**src/rtl/ps2_pkg.sv**
```systemverilog
// Shared constants for the PS/2 keyboard core: the break code, the frame length
// and the active-low seven-segment table.
package ps2_pkg;

  localparam logic [7:0] BREAK_CODE = 8'hF0;
  localparam int         FRAME_LEN  = 11;

  // Index is the hex digit; bit0 = segment a ... bit6 = segment g, 0 = lit.
  localparam logic [15:0][6:0] SEG_TABLE = {
    7'h0E, 7'h06, 7'h21, 7'h46, 7'h03, 7'h08, 7'h10, 7'h00,
    7'h78, 7'h02, 7'h12, 7'h19, 7'h30, 7'h24, 7'h79, 7'h40
  };

endpackage

```
**src/rtl/ps2_keyboard_core_bcd7seg.sv**
```systemverilog
// Hex digit to active-low seven-segment decoder (module bcd7seg).
module bcd7seg
  import ps2_pkg::*;
(
  input  logic [3:0] digit,
  output logic [6:0] seg
);

  assign seg = SEG_TABLE[digit];

endmodule

```
**src/rtl/ps2_keyboard_core.sv**
```systemverilog
// PS/2 keyboard receiver with scan-code FIFO, key-release counter and hex display.
// Define PS2_PARITY_CHECK_EN to drop frames whose odd parity is wrong.
module ps2_keyboard_core
  import ps2_pkg::*;
#(
  parameter int FIFO_DEPTH = 8
) (
  input  logic       clk,
  input  logic       clrn,
  input  logic       ps2_clk,
  input  logic       ps2_data,
  input  logic       nextdata_n,
  output logic [7:0] scancode,
  output logic       ready,
  output logic       overflow,
  output logic [7:0] count,
  output logic [6:0] hex0,
  output logic [6:0] hex1,
  output logic [6:0] hex2,
  output logic [6:0] hex3
);

  localparam int         AW       = $clog2(FIFO_DEPTH);
  localparam logic [3:0] LAST_BIT = 4'(FRAME_LEN - 1);
  localparam logic [AW:0] PTR_ONE = {{AW{1'b0}}, 1'b1};

  logic [2:0]  ps2_sync;
  logic        ps2_fall;
  logic [9:0]  shift_q;
  logic [3:0]  bit_cnt;
  logic        parity_ok;
  logic        frame_ok;
  logic        push_q;
  logic [7:0]  push_byte;

  logic [7:0]  mem [FIFO_DEPTH];
  logic [AW:0] w_ptr;
  logic [AW:0] r_ptr;
  logic        empty;
  logic        full;
  logic        pop;
  logic        do_write;
  logic [7:0]  scancode_q;
  logic        f0_seen;

  assign ps2_fall = ps2_sync[2] & ~ps2_sync[1];

  // shift_q after ten edges: [0]=start, [8:1]=data, [9]=parity; stop is still on ps2_data.
`ifdef PS2_PARITY_CHECK_EN
  assign parity_ok = ^shift_q[9:1];
`else
  assign parity_ok = shift_q[9] | ~shift_q[9];
`endif

  assign frame_ok = ~shift_q[0] & ps2_data & parity_ok;

  always_ff @(posedge clk or negedge clrn) begin
    if (!clrn) begin
      ps2_sync  <= 3'b111;
      shift_q   <= '0;
      bit_cnt   <= '0;
      push_q    <= 1'b0;
      push_byte <= '0;
    end else begin
      ps2_sync <= {ps2_sync[1:0], ps2_clk};
      push_q   <= 1'b0;
      if (ps2_fall) begin
        if (bit_cnt == LAST_BIT) begin
          bit_cnt <= '0;
          if (frame_ok) begin
            push_q    <= 1'b1;
            push_byte <= shift_q[8:1];
          end
        end else begin
          shift_q <= {ps2_data, shift_q[9:1]};
          bit_cnt <= bit_cnt + 4'd1;
        end
      end
    end
  end

  assign empty    = (w_ptr == r_ptr);
  assign full     = (w_ptr[AW] != r_ptr[AW]) && (w_ptr[AW-1:0] == r_ptr[AW-1:0]);
  assign pop      = ~nextdata_n & ~empty;
  // A simultaneous pop frees the slot, so a full FIFO still accepts the push.
  assign do_write = push_q & (~full | pop);

  always_ff @(posedge clk or negedge clrn) begin
    if (!clrn) begin
      w_ptr      <= '0;
      r_ptr      <= '0;
      overflow   <= 1'b0;
      f0_seen    <= 1'b0;
      count      <= '0;
      scancode_q <= '0;
    end else begin
      scancode_q <= scancode;
      if (do_write) w_ptr <= w_ptr + PTR_ONE;
      if (pop)      r_ptr <= r_ptr + PTR_ONE;
      if (push_q && full && !pop) overflow <= 1'b1;
      if (do_write) begin
        if (push_byte == BREAK_CODE) begin
          f0_seen <= 1'b1;
        end else begin
          if (f0_seen) count <= count + 8'd1;
          f0_seen <= 1'b0;
        end
      end
    end
  end

  always_ff @(posedge clk) begin
    if (do_write) mem[w_ptr[AW-1:0]] <= push_byte;
  end

  assign ready    = ~empty;
  assign scancode = empty ? scancode_q : mem[r_ptr[AW-1:0]];

  bcd7seg u_hex0 (.digit(scancode[3:0]), .seg(hex0));
  bcd7seg u_hex1 (.digit(scancode[7:4]), .seg(hex1));
  bcd7seg u_hex2 (.digit(count[3:0]),    .seg(hex2));
  bcd7seg u_hex3 (.digit(count[7:4]),    .seg(hex3));

endmodule

```
**config.mk**
```make
export PLATFORM = sky130hd
export DESIGN_NAME = ps2_keyboard_core
export DESIGN_NICKNAME = d
export VERILOG_FILES = /design/src/rtl/ps2_pkg.sv /design/src/rtl/ps2_keyboard_core_bcd7seg.sv /design/src/rtl/ps2_keyboard_core.sv
export SDC_FILE = /design/constraint.sdc
export NUM_CORES = 1
export LEC_CHECK = 0
export CAP_MARGIN = 40
export CORE_ASPECT_RATIO = 1.4
export CORE_MARGIN = 4
export CORE_UTILIZATION = 40
export DETAILED_ROUTE_END_ITERATION = 7
export DONT_BUFFER_PORTS = 1
export SETUP_SLACK_MARGIN = 0.5
export SLEW_MARGIN = 20
export SYNTH_ARGS = -nofsm -noshare
export SYNTH_HDL_FRONTEND = slang
export SYNTH_SLANG_ARGS = --single-unit
```
**constraint.sdc**
```tcl
create_clock -name clk -period 8.4 [get_ports clk]
set_input_delay 1.26 -clock clk [delete_from_list [all_inputs] [get_ports clk]]
set_output_delay 1.26 -clock clk [all_outputs]
set_load 0.005 [all_outputs]
```
Yosys cells after proc, flatten, opt, wreduce, memory -nomap -nowiden
Memories as Yosys holds them, arrays and structs flattened.
Index checks and enable logic that the tools add are counted.
Operators by class
  add/subtract/negate cells: 4
  $lt $le $gt $ge: 4
  eq/ne operators: 5
  muxes and demuxes: 12
  bitwise gates (word level): 12
  reductions and logical operators: 7
Operator list (count)
  7-bit two-way mux: 4
  4-bit by 5-bit < comparator with 1-bit output (second input constant): 4
  4-bit by 1-bit adder with 4-bit output (second input constant): 3
  8-bit by 1-bit adder with 8-bit output (second input constant): 1
  8-bit equality test (second input constant): 1
  8-bit two-way mux: 1
  1-bit NOT: 7
  1-bit two-way mux: 6
  3-bit AND reduction: 2
  1-bit bitwise AND: 4
  4-bit equality test: 1
  4-bit equality test (second input constant): 1
  4-bit two-way mux: 1
  3-bit equality test: 1
  1-bit logical AND: 3
  2-bit AND reduction: 1
  1-bit zero test: 1
  1-bit inequality test: 1
  1-bit bitwise OR: 1
Word-level totals
  register bits: 52
  RAM bits: 64
  ROM bits: 448
  input bits: 5
  output and inout bits: 46
  logic and storage cells: 60
  memories: 5
Memories
  (name not given): words 16, bits a word 7, rd ports 1, clocked after memory_dff 0, wr ports 0, RTL line ps2_keyboard_core_bcd7seg.sv:9  | assign seg = SEG_TABLE[digit];
  (name not given): words 16, bits a word 7, rd ports 1, clocked after memory_dff 0, wr ports 0, RTL line ps2_keyboard_core_bcd7seg.sv:9
  (name not given): words 16, bits a word 7, rd ports 1, clocked after memory_dff 0, wr ports 0, RTL line ps2_keyboard_core_bcd7seg.sv:9
  (name not given): words 16, bits a word 7, rd ports 1, clocked after memory_dff 0, wr ports 0, RTL line ps2_keyboard_core_bcd7seg.sv:9
  mem: words 8, bits a word 8, rd ports 1, clocked after memory_dff 0, wr ports 1, RTL line ps2_keyboard_core.sv:36  | logic [7:0] mem [FIFO_DEPTH];

Depth between registers and ports, before layout
Gate-level depths: netlist of the first run.
  depth in word-level cells: 7
  gate-level depth with buffers: 12
  gate-level depth less buffers: 10

Hierarchy
A second synthesis of the first run with hierarchy kept.
Unflattened totals
  cell total of the unflattened synthesis: 405
  area, all modules: 5838.1 um^2
By module, submodules not included
  ps2_keyboard_core: instances 1, cells an instance 274, area each 4740.8 um^2, seq. area each 3226.8 um^2
  bcd7seg (u_hex1 ...): instances 3, cells an instance 32, area each 275.3 um^2, seq. area each 0.0 um^2
  bcd7seg (u_hex0): instances 1, cells an instance 35, area each 271.5 um^2, seq. area each 0.0 um^2

Least setup slack after synthesis of the first run
OpenSTA, ideal clock, no wires.
  kind: flip-flop to output port
  from: register r_ptr[0]
  to: output hex1[3]
  arrival: 2.576 ns
  data required time: 7.140 ns
  slack: 4.564 ns
  cell stages (with the launch flop): 12
  buffers on the path: 2
  cell sequence: dfrtp_1 buf_4 xor2_2 nor4_1 clkbuf_1 nor2_1 nor2_1 inv_1 ha_1 a21oi_1 a221oi_1 a21oi_1
On the way
  word-level cells in the longest chain between the ends: 4
  elaborated cells on any way between the ends: 5
  classes of those cells: eq/ne: 1; mux: 2; memory: 2
Ends and longest elaborated chain
  start, declared: RTL line ps2_keyboard_core.sv:38  | logic [AW:0] r_ptr;
  start signal, assigned: RTL line ps2_keyboard_core.sv:99  | if (pop) r_ptr <= r_ptr + PTR_ONE;
  memory read 8 x 8 bit / 4-bit equality test (equally long branches)
  8-bit two-way mux (*): RTL line ps2_keyboard_core.sv:117  | assign scancode = empty ? scancode_q : mem[r_ptr[AW-1:0]];
  via scancode[4]: RTL line ps2_keyboard_core.sv:13  | output logic [7:0] scancode,
  memory read 16 x 7 bit (*)
  7-bit two-way mux (not written as such) (*): RTL line ps2_keyboard_core_bcd7seg.sv:9
  end, declared: RTL line ps2_keyboard_core.sv:18  | output logic [6:0] hex1,
The timed path passes the listed nets; every way through them passes the cells marked *. The select of a mux whose other input is x is not followed.

Final worst setup path of the first run
  from: register r_ptr[2]
  to: output hex1[3]
Same word-level chain as after synthesis.

==> flow_metrics.py, run 1 <==
metrics = {
    "logic_synthesis": {
        "ys_top_cells_by_area": "edfxtp_1, dfrtp_1, mux4_2, ha_1, mux2i_1",
        "synth_seq_area_share_pct": 57.54,
        "synth_seq_cells": 116,
        "synth_edf_count": 64,
        "synth_cells": 431,
        "synthesis.area_mm2": 0.005608,
        "ys_warn_count": 0,
        "synth-async-reset-ratio_pct": 44.83,
        "synth_top_cell_by_area": "edfxtp_1",
        "ys_types": 56,
        "synth_top_cell_area_share_pct": 34.27,
        "syn_nets": 460,
        "synth.avg_cell_area_um2": 13.01,
        "synth_flop_cell": "edfxtp_1",
    },
    "placed_design": {
        "port_buffers": 0,
        "place.gp.congestion": 0.7563,
        "dpl_cell_area_mm2": 0.005829,
        "dp_hpwl_mm": 7.217,
        "dp.cells": 603,
    },
    "worst_setup_path": {
        "critical_path_arrival_ps": 3380,
        "timing.rr.start": "r_ptr[2]",
        "startpoint": "r_ptr[2]",
        "timing.rr.end": "count[5]",
        "critPathKind": "reg2out",
        "reg2regPathDepth": 6,
        "r2r_setup_slack_ps": 5550,
        "start_kind": "flip-flop",
        "crit_fanout": 18,
        "cp-end-kind": "primary output",
        "cp.required_ps": 7140,
    },
    "cells_and_area": {
        "area_growth_pct": 15.75,
        "final_cells": 636,
        "layout_commonest_cell": "edfxtp_1",
        "mostFrequentLayoutCells": "edfxtp_1, dfrtp_1, nand2_1",
        "fin_nets": 470,
        "diodes": 0,
        "final_area_mm2": 0.006491,
        "drive_gt1_share_pct": 18.94,
    },
    "cts": {
        "numCtsBuffers": 17,
        "h-tree-depth": 4,
        "cts_resized": 0,
        "tritoncts": "built",
        "clock-sinks": 116,
        "postCtsSetupRepairBufs": 0,
        "clockBufferDepth": 2,
        "cts_root_buf": "clkbuf_16",
        "clk_latency_ps": 410,
        "clk_pin_slew_ps": 50,
        "cts_hold_buf": 0,
    },
    "detailed_routing": {
        "vias_per_cell": 5.266,
        "drt-total-wl_mm": 10.54,
        "num_vias": 3349,
        "drt_iter0_markers": 161,
        "drt_first_pass_iters": 4,
        "wire_per_inst_um": 16.58,
        "drc": 0,
        "ant_nets": 0,
    },
    "global_routing": {
        "grt_pass1_vias": 3356,
        "grt_max_degree": 53,
        "grt-ovfl-total": 0,
        "grt_pass1_wl_mm": 17.13,
        "antenna_found_initial": 0,
        "gr-usage-all-layers_pct": 13.86,
    },
    "floorplan": {
        "pin_count": 51,
        "die_h_um": 148.1,
        "initial_core_util_pct": 41.31,
        "num_rows": 50,
        "die_x_um": 108.1,
        "core_area_mm2": 0.01358,
        "dieArea_mm2": 0.01601,
    },
    "hold_path": {
        "min_path_type": "reg2reg",
        "hp-start": "ps2_sync[0]",
        "hold_end": "ps2_sync[1]",
        "min_path_cells": 0,
    },
    "power_and_ir_drop": {
        "vdd_drop_max_mv": 0.1876,
        "p_leak_nw": 2.536,
        "power_density_mw_per_mm2": 383.2,
    },
    "timing": {
        "min_period_ps": 4641,
        "rsz0062_at_grt": "false",
        "worst_pin_slew_ps": 817.6,
        "period_share_pct": 55.25,
        "tns_ps": 0,
        "finalHoldViolCount": 0,
        "maxSlewHeadroom_pct": 45.29,
        "slew_viol_final": 0,
        "fin_worst_skew_ps": 7.621,
        "max_freq_mhz": 215.5,
        "setup_viol": 0,
    },
    "job": {
        "cap_violations": 0,
    },
    "run_status": {
        "status": "finished clean",
    },
}
state kept, by name, indices dropped and copies added, names as in the netlist:
name and cells:
mem 64, push_byte 8, shift_q 10, count 8
scancode_q 8, ps2_sync 3, w_ptr 4, r_ptr 4
f0_seen 1, push_q 1, bit_cnt 4, overflow 1
metal layers:
layer / wire (um) / share of wire (%) / GRT usage (%) / up-vias
met4: 170 / 1.6 / 5.180 / 0
met2: 5682 / 54 / 25.03 / 66
met3: 451 / 4.3 / 3.995 / 15
met1: 4240 / 40 / 15.26 / 1682
li1: - / - / - / 1586
met5: 0 / 0 / 0 / -
final cells by class:
cell class / count / area, um2
inverter: 22 / 82.58
fill: 1202 / 7084
clock inverter: 14 / 207.7
timing repair buffer: 10 / 82.58
sequential: 116 / 3227
tap: 182 / 227.7
multi-input combinational: 274 / 2225
clock buffer: 18 / 439.2
synth_stat cells (3+ instances only):
cell type / n
edfxtp_1: 64
dfrtp_1: 49
nand2_1: 42
nor2_1: 26
ha_1: 24
mux2i_1: 23
inv_1: 19
mux2_2: 18
mux4_2: 16
o21ai_0: 16
xnor2_1: 14
nand3_1: 12
nor2b_1: 8
nor3_1: 8
a21oi_1: 7
xor2_1: 7
buf_2: 6
clkbuf_1: 5
and2_1: 4
buf_1: 4
o22ai_1: 4
a211oi_1: 3
a22o_1: 3
dfstp_2: 3
nand2b_1: 3
nand4_1: 3
o21ai_1: 3
o31ai_1: 3
or3_1: 3
power by group:
group / switching, mW / total, mW / leakage (nW) / internal (mW)
clock network: 0.246 / 0.778 / 0.307 / 0.531
registers: 0.114 / 0.840 / 1.23 / 0.725
logic: 0.506 / 0.870 / 1.00 / 0.364
critical path, cell delays in order, from the launching register on:
cell	delay (ps)
dfrtp_1	850
xor2_1	280
nor4_2	60
buf_4	190
inv_2	210
nor2_1	70
nor2_1	400
inv_1	160
ha_1	330
a21oi_1	130
a221oi_1	90
a21oi_1	200
through the flow:
step                      utilization, %  power [mW]  hold WS, ps  worst slack, ps
after floorplan                        -       1.530        345.2             4564
after detailed placement           42.94       1.709        348.1             4142
after global placement             42.66       1.680        350.9             4215
after CTS                          47.71       2.500        359.8             3693
after global routing               47.82       2.647        363.0             3534
final                              47.82       2.487        358.1             3759
worst max-delay path by stage:
stage,endpoint,depth (start not counted)
after floorplan,hex1[3],11
after global placement,hex1[3],11
after detailed placement,hex1[3],11
after CTS,hex1[3],11
after global routing,hex1[3],11
final,hex1[3],11
logic make-up (layout without fill, tap and decap cells):
kind of cell               count (synthesis)  in the layout  share of synthesized area, %
AOI/OAI and AO/OA                         51             51                         5.823
adders and majority gates                 24             24                         5.355
xor gates and xnor gates                  22             22                         3.570
DFF                                      116            116                         57.54
muxes                                     57             57                         14.15
buffers and inverters                     41             64                         3.168
and+or+nand+nor                          120            120                         10.40
Power figures use the tool's default switching activity.
==> run 2, diff against run 1 <==
--- a/config.mk
+++ b/config.mk
@@ -5,6 +5,7 @@
 export SDC_FILE = /design/constraint.sdc
 export NUM_CORES = 1
 export LEC_CHECK = 0
+export ABC_AREA = 1
 export CAP_MARGIN = 40
 export CORE_ASPECT_RATIO = 1.4
 export CORE_MARGIN = 4
==> constraint.sdc (replaced) <==
create_clock -name clk -period 4.4 [get_ports clk]
set_input_delay 0.66 -clock clk [delete_from_list [all_inputs] [get_ports clk]]
set_output_delay 0.66 -clock clk [all_outputs]
set_load 0.005 [all_outputs]
==> flow_metrics.py, run 2 <==
metrics = {
    "worst_setup_path": {
        "critical_path_arrival_ps": 2840,
        "path_buf_inv": 3,
        "crit_slowest_cell": "dfrtp_1",
        "reg2regPathDepth": 9,
        "critPathKind": "reg2out",
        "crit_family": "simple AND/OR/NAND/NOR gates",
        "crit_end": "hex1[3]",
        "crit_cells": 13,
        "path_common_cell": "nand2_1",
        "cp-end-kind": "primary output",
        "critPathMaxStageDelay_ps": 640,
        "cp.required_ps": 3740,
        "startpoint": "r_ptr[0]",
        "path_cells": "inv_4, nand2_1, nand2_2, nor2_4, nand2_4, clkinv_4, nand2_1, nand2_1, inv_1, ha_1, nand2_1, nand3_1, nand2_1",
        "timing.rr.start": "r_ptr[0]",
        "crit_fanout": 34,
        "timing.rr.end": "mem[3][1]",
        "start_kind": "flip-flop",
        "r2r_setup_slack_ps": 1660,
    },
    "cells_and_area": {
        "area_growth_pct": 13.72,
        "drive_gt1_share_pct": 9.451,
        "regArea_mm2": 0.003227,
        "final_area_mm2": 0.006586,
        "nFillCells": 1335,
        "layout_commonest_cell": "nand2_1",
        "largest_reg_flops": 64,
        "multiInputGateArea_mm2": 0.002127,
        "mostFrequentLayoutCells": "nand2_1, inv_1, nand3_1, edfxtp_1, dfrtp_1",
        "final_util_pct": 46.92,
        "diodes": 0,
        "final_cells": 841,
        "fin_nets": 672,
    },
    "placed_design": {
        "post-place-ws_ps": 1333,
        "dp_hpwl_mm": 8.162,
        "dpl_cell_area_mm2": 0.005931,
        "dp.cells": 808,
        "port_buffers": 0,
        "place.gp.congestion": 0.8336,
    },
    "timing": {
        "worst_pin_slew_ps": 789.1,
        "min_period_ps": 3503,
        "setup_viol": 0,
        "tns_ps": 0,
        "hold-worst-slack_ps": 97.30,
        "rsz0062_at_grt": "false",
        "finalHoldViolCount": 0,
        "slew_viol_final": 0,
        "max_freq_mhz": 285.5,
        "maxSlewHeadroom_pct": 47.20,
        "fin_ws_ps": 897.0,
        "period_share_pct": 79.61,
        "fin_worst_skew_ps": 7.695,
    },
    "logic_synthesis": {
        "yosysMostFrequentCell": "nand2_1",
        "synth_simple_gate_area_share_pct": 23.16,
        "ys_top_cells_by_area": "edfxtp_1, dfrtp_1, nand2_1, nand3_1, ha_1",
        "synth.cells.most_frequent": "nand2_1, inv_1, edfxtp_1, nand3_1, dfrtp_1",
        "muxShareOfSynthArea_pct": 0.1944,
        "synthAdderAreaFrac_pct": 5.185,
        "synth_compound_area_share_pct": 6.827,
        "synth_flop_cell": "edfxtp_1",
        "synthXorXnorAreaFrac_pct": 1.361,
        "synth_top_family_by_area": "simple AND/OR/NAND/NOR gates",
        "synth-async-reset-ratio_pct": 44.83,
        "synth_edf_count": 64,
        "synth_cells": 638,
        "synth_top_cell_area_share_pct": 33.18,
        "ys_warn_count": 0,
        "synth_top_cell_by_area": "edfxtp_1",
        "synthesis.area_mm2": 0.005792,
        "synth_seq_cells": 116,
        "syn_nets": 667,
        "ys_types": 35,
        "synth_seq_area_share_pct": 55.71,
        "synth.avg_cell_area_um2": 9.078,
    },
    "cts": {
        "numCtsBuffers": 17,
        "clk_latency_ps": 400,
        "clk_pin_slew_ps": 50,
        "h-tree-depth": 4,
        "cts_root_buf": "clkbuf_16",
        "clock-sinks": 116,
        "clockBufferDepth": 2,
        "postCtsSetupRepairBufs": 0,
        "tritoncts": "built",
        "cts_hold_buf": 1,
        "cts_resized": 0,
    },
    "detailed_routing": {
        "m1WireLength_mm": 4.949,
        "wire_per_inst_um": 13.99,
        "top_layer_used": "met4",
        "vias_per_cell": 4.950,
        "ant_nets": 0,
        "drt-total-wl_mm": 11.76,
        "drt_iter0_markers": 317,
        "num_vias": 4163,
        "wl_met2_mm": 6.073,
        "route.met3.wl_um": 524,
        "drt_first_pass_iters": 6,
        "drc": 0,
    },
    "power_and_ir_drop": {
        "total_power_mw": 5.000,
        "vdd_drop_max_mv": 0.3617,
        "p_leak_nw": 2.957,
        "power_density_mw_per_mm2": 759.2,
    },
    "hold_path": {
        "min_path_type": "in2async",
    },
    "floorplan": {
        "die_x_um": 109.7,
        "die_h_um": 150.4,
        "initial_core_util_pct": 41.26,
        "core_area_mm2": 0.01404,
        "num_rows": 51,
        "pin_count": 51,
        "dieArea_mm2": 0.01650,
    },
    "run_status": {
        "status": "finished clean",
    },
    "global_routing": {
        "gr-usage-all-layers_pct": 15.54,
        "grt-ovfl-total": 0,
        "grt_pass1_vias": 4201,
        "grt_pass1_wl_mm": 19.95,
        "grt_max_degree": 50,
        "antenna_found_initial": 0,
    },
    "job": {
        "cap_violations": 0,
    },
}
-- run 2: routing by layer --
layer	up-vias	GRT usage, %
met5	-	0
met1	1963	17.73
li1	2093	-
met2	89	27.14
met4	0	5.490
met3	18	4.848
-- run 2: cells by family after synthesis --
group           Yosys count
fa+ha+maj                24
simple gates            315
xor+xnor                  9
mux                       1
buf+inv                  99
flops                   116
compound gates           74
-- run 2: layout make-up --
| cell class | count | area share (%) |
|---|---|---|
| tap | 185 | 3.514 |
| clock inverter | 7 | 1.368 |
| inverter | 78 | 4.559 |
| clock buffer | 25 | 8.169 |
| timing repair buffer | 7 | 1.102 |
| multi-input combinational | 423 | 32.29 |
| sequential | 116 | 48.99 |
-- run 2: how the worst min path moves through the flow --
stage / from / to / slack, ps
after floorplan: ps2_sync[0] / ps2_sync[1] / 350
after global placement: ps2_sync[0] / ps2_sync[1] / 350
after detailed placement: ps2_sync[0] / ps2_sync[1] / 350
after CTS: clrn / ps2_sync[0] / 80
after global routing: clrn / ps2_sync[0] / 70
final: clrn / ps2_sync[0] / 100
-- run 2: worst register-to-register path, cell delays in order, from the launching register on --
cell     delay [ps]
dfrtp_1         550
inv_4           340
nand2_1         120
nand2_2         100
nor2_4           50
nand4_1         140
nand2_1         170
inv_1           160
nand2_1         100
nor2_1          620
-- run 2: where the power goes --
| part | total, mW | internal [mW] | switching, mW |
|---|---|---|---|
| Combinational | 1.96 | 0.611 | 1.35 |
| Sequential | 1.63 | 1.38 | 0.243 |
| Clock | 1.41 | 0.959 | 0.454 |
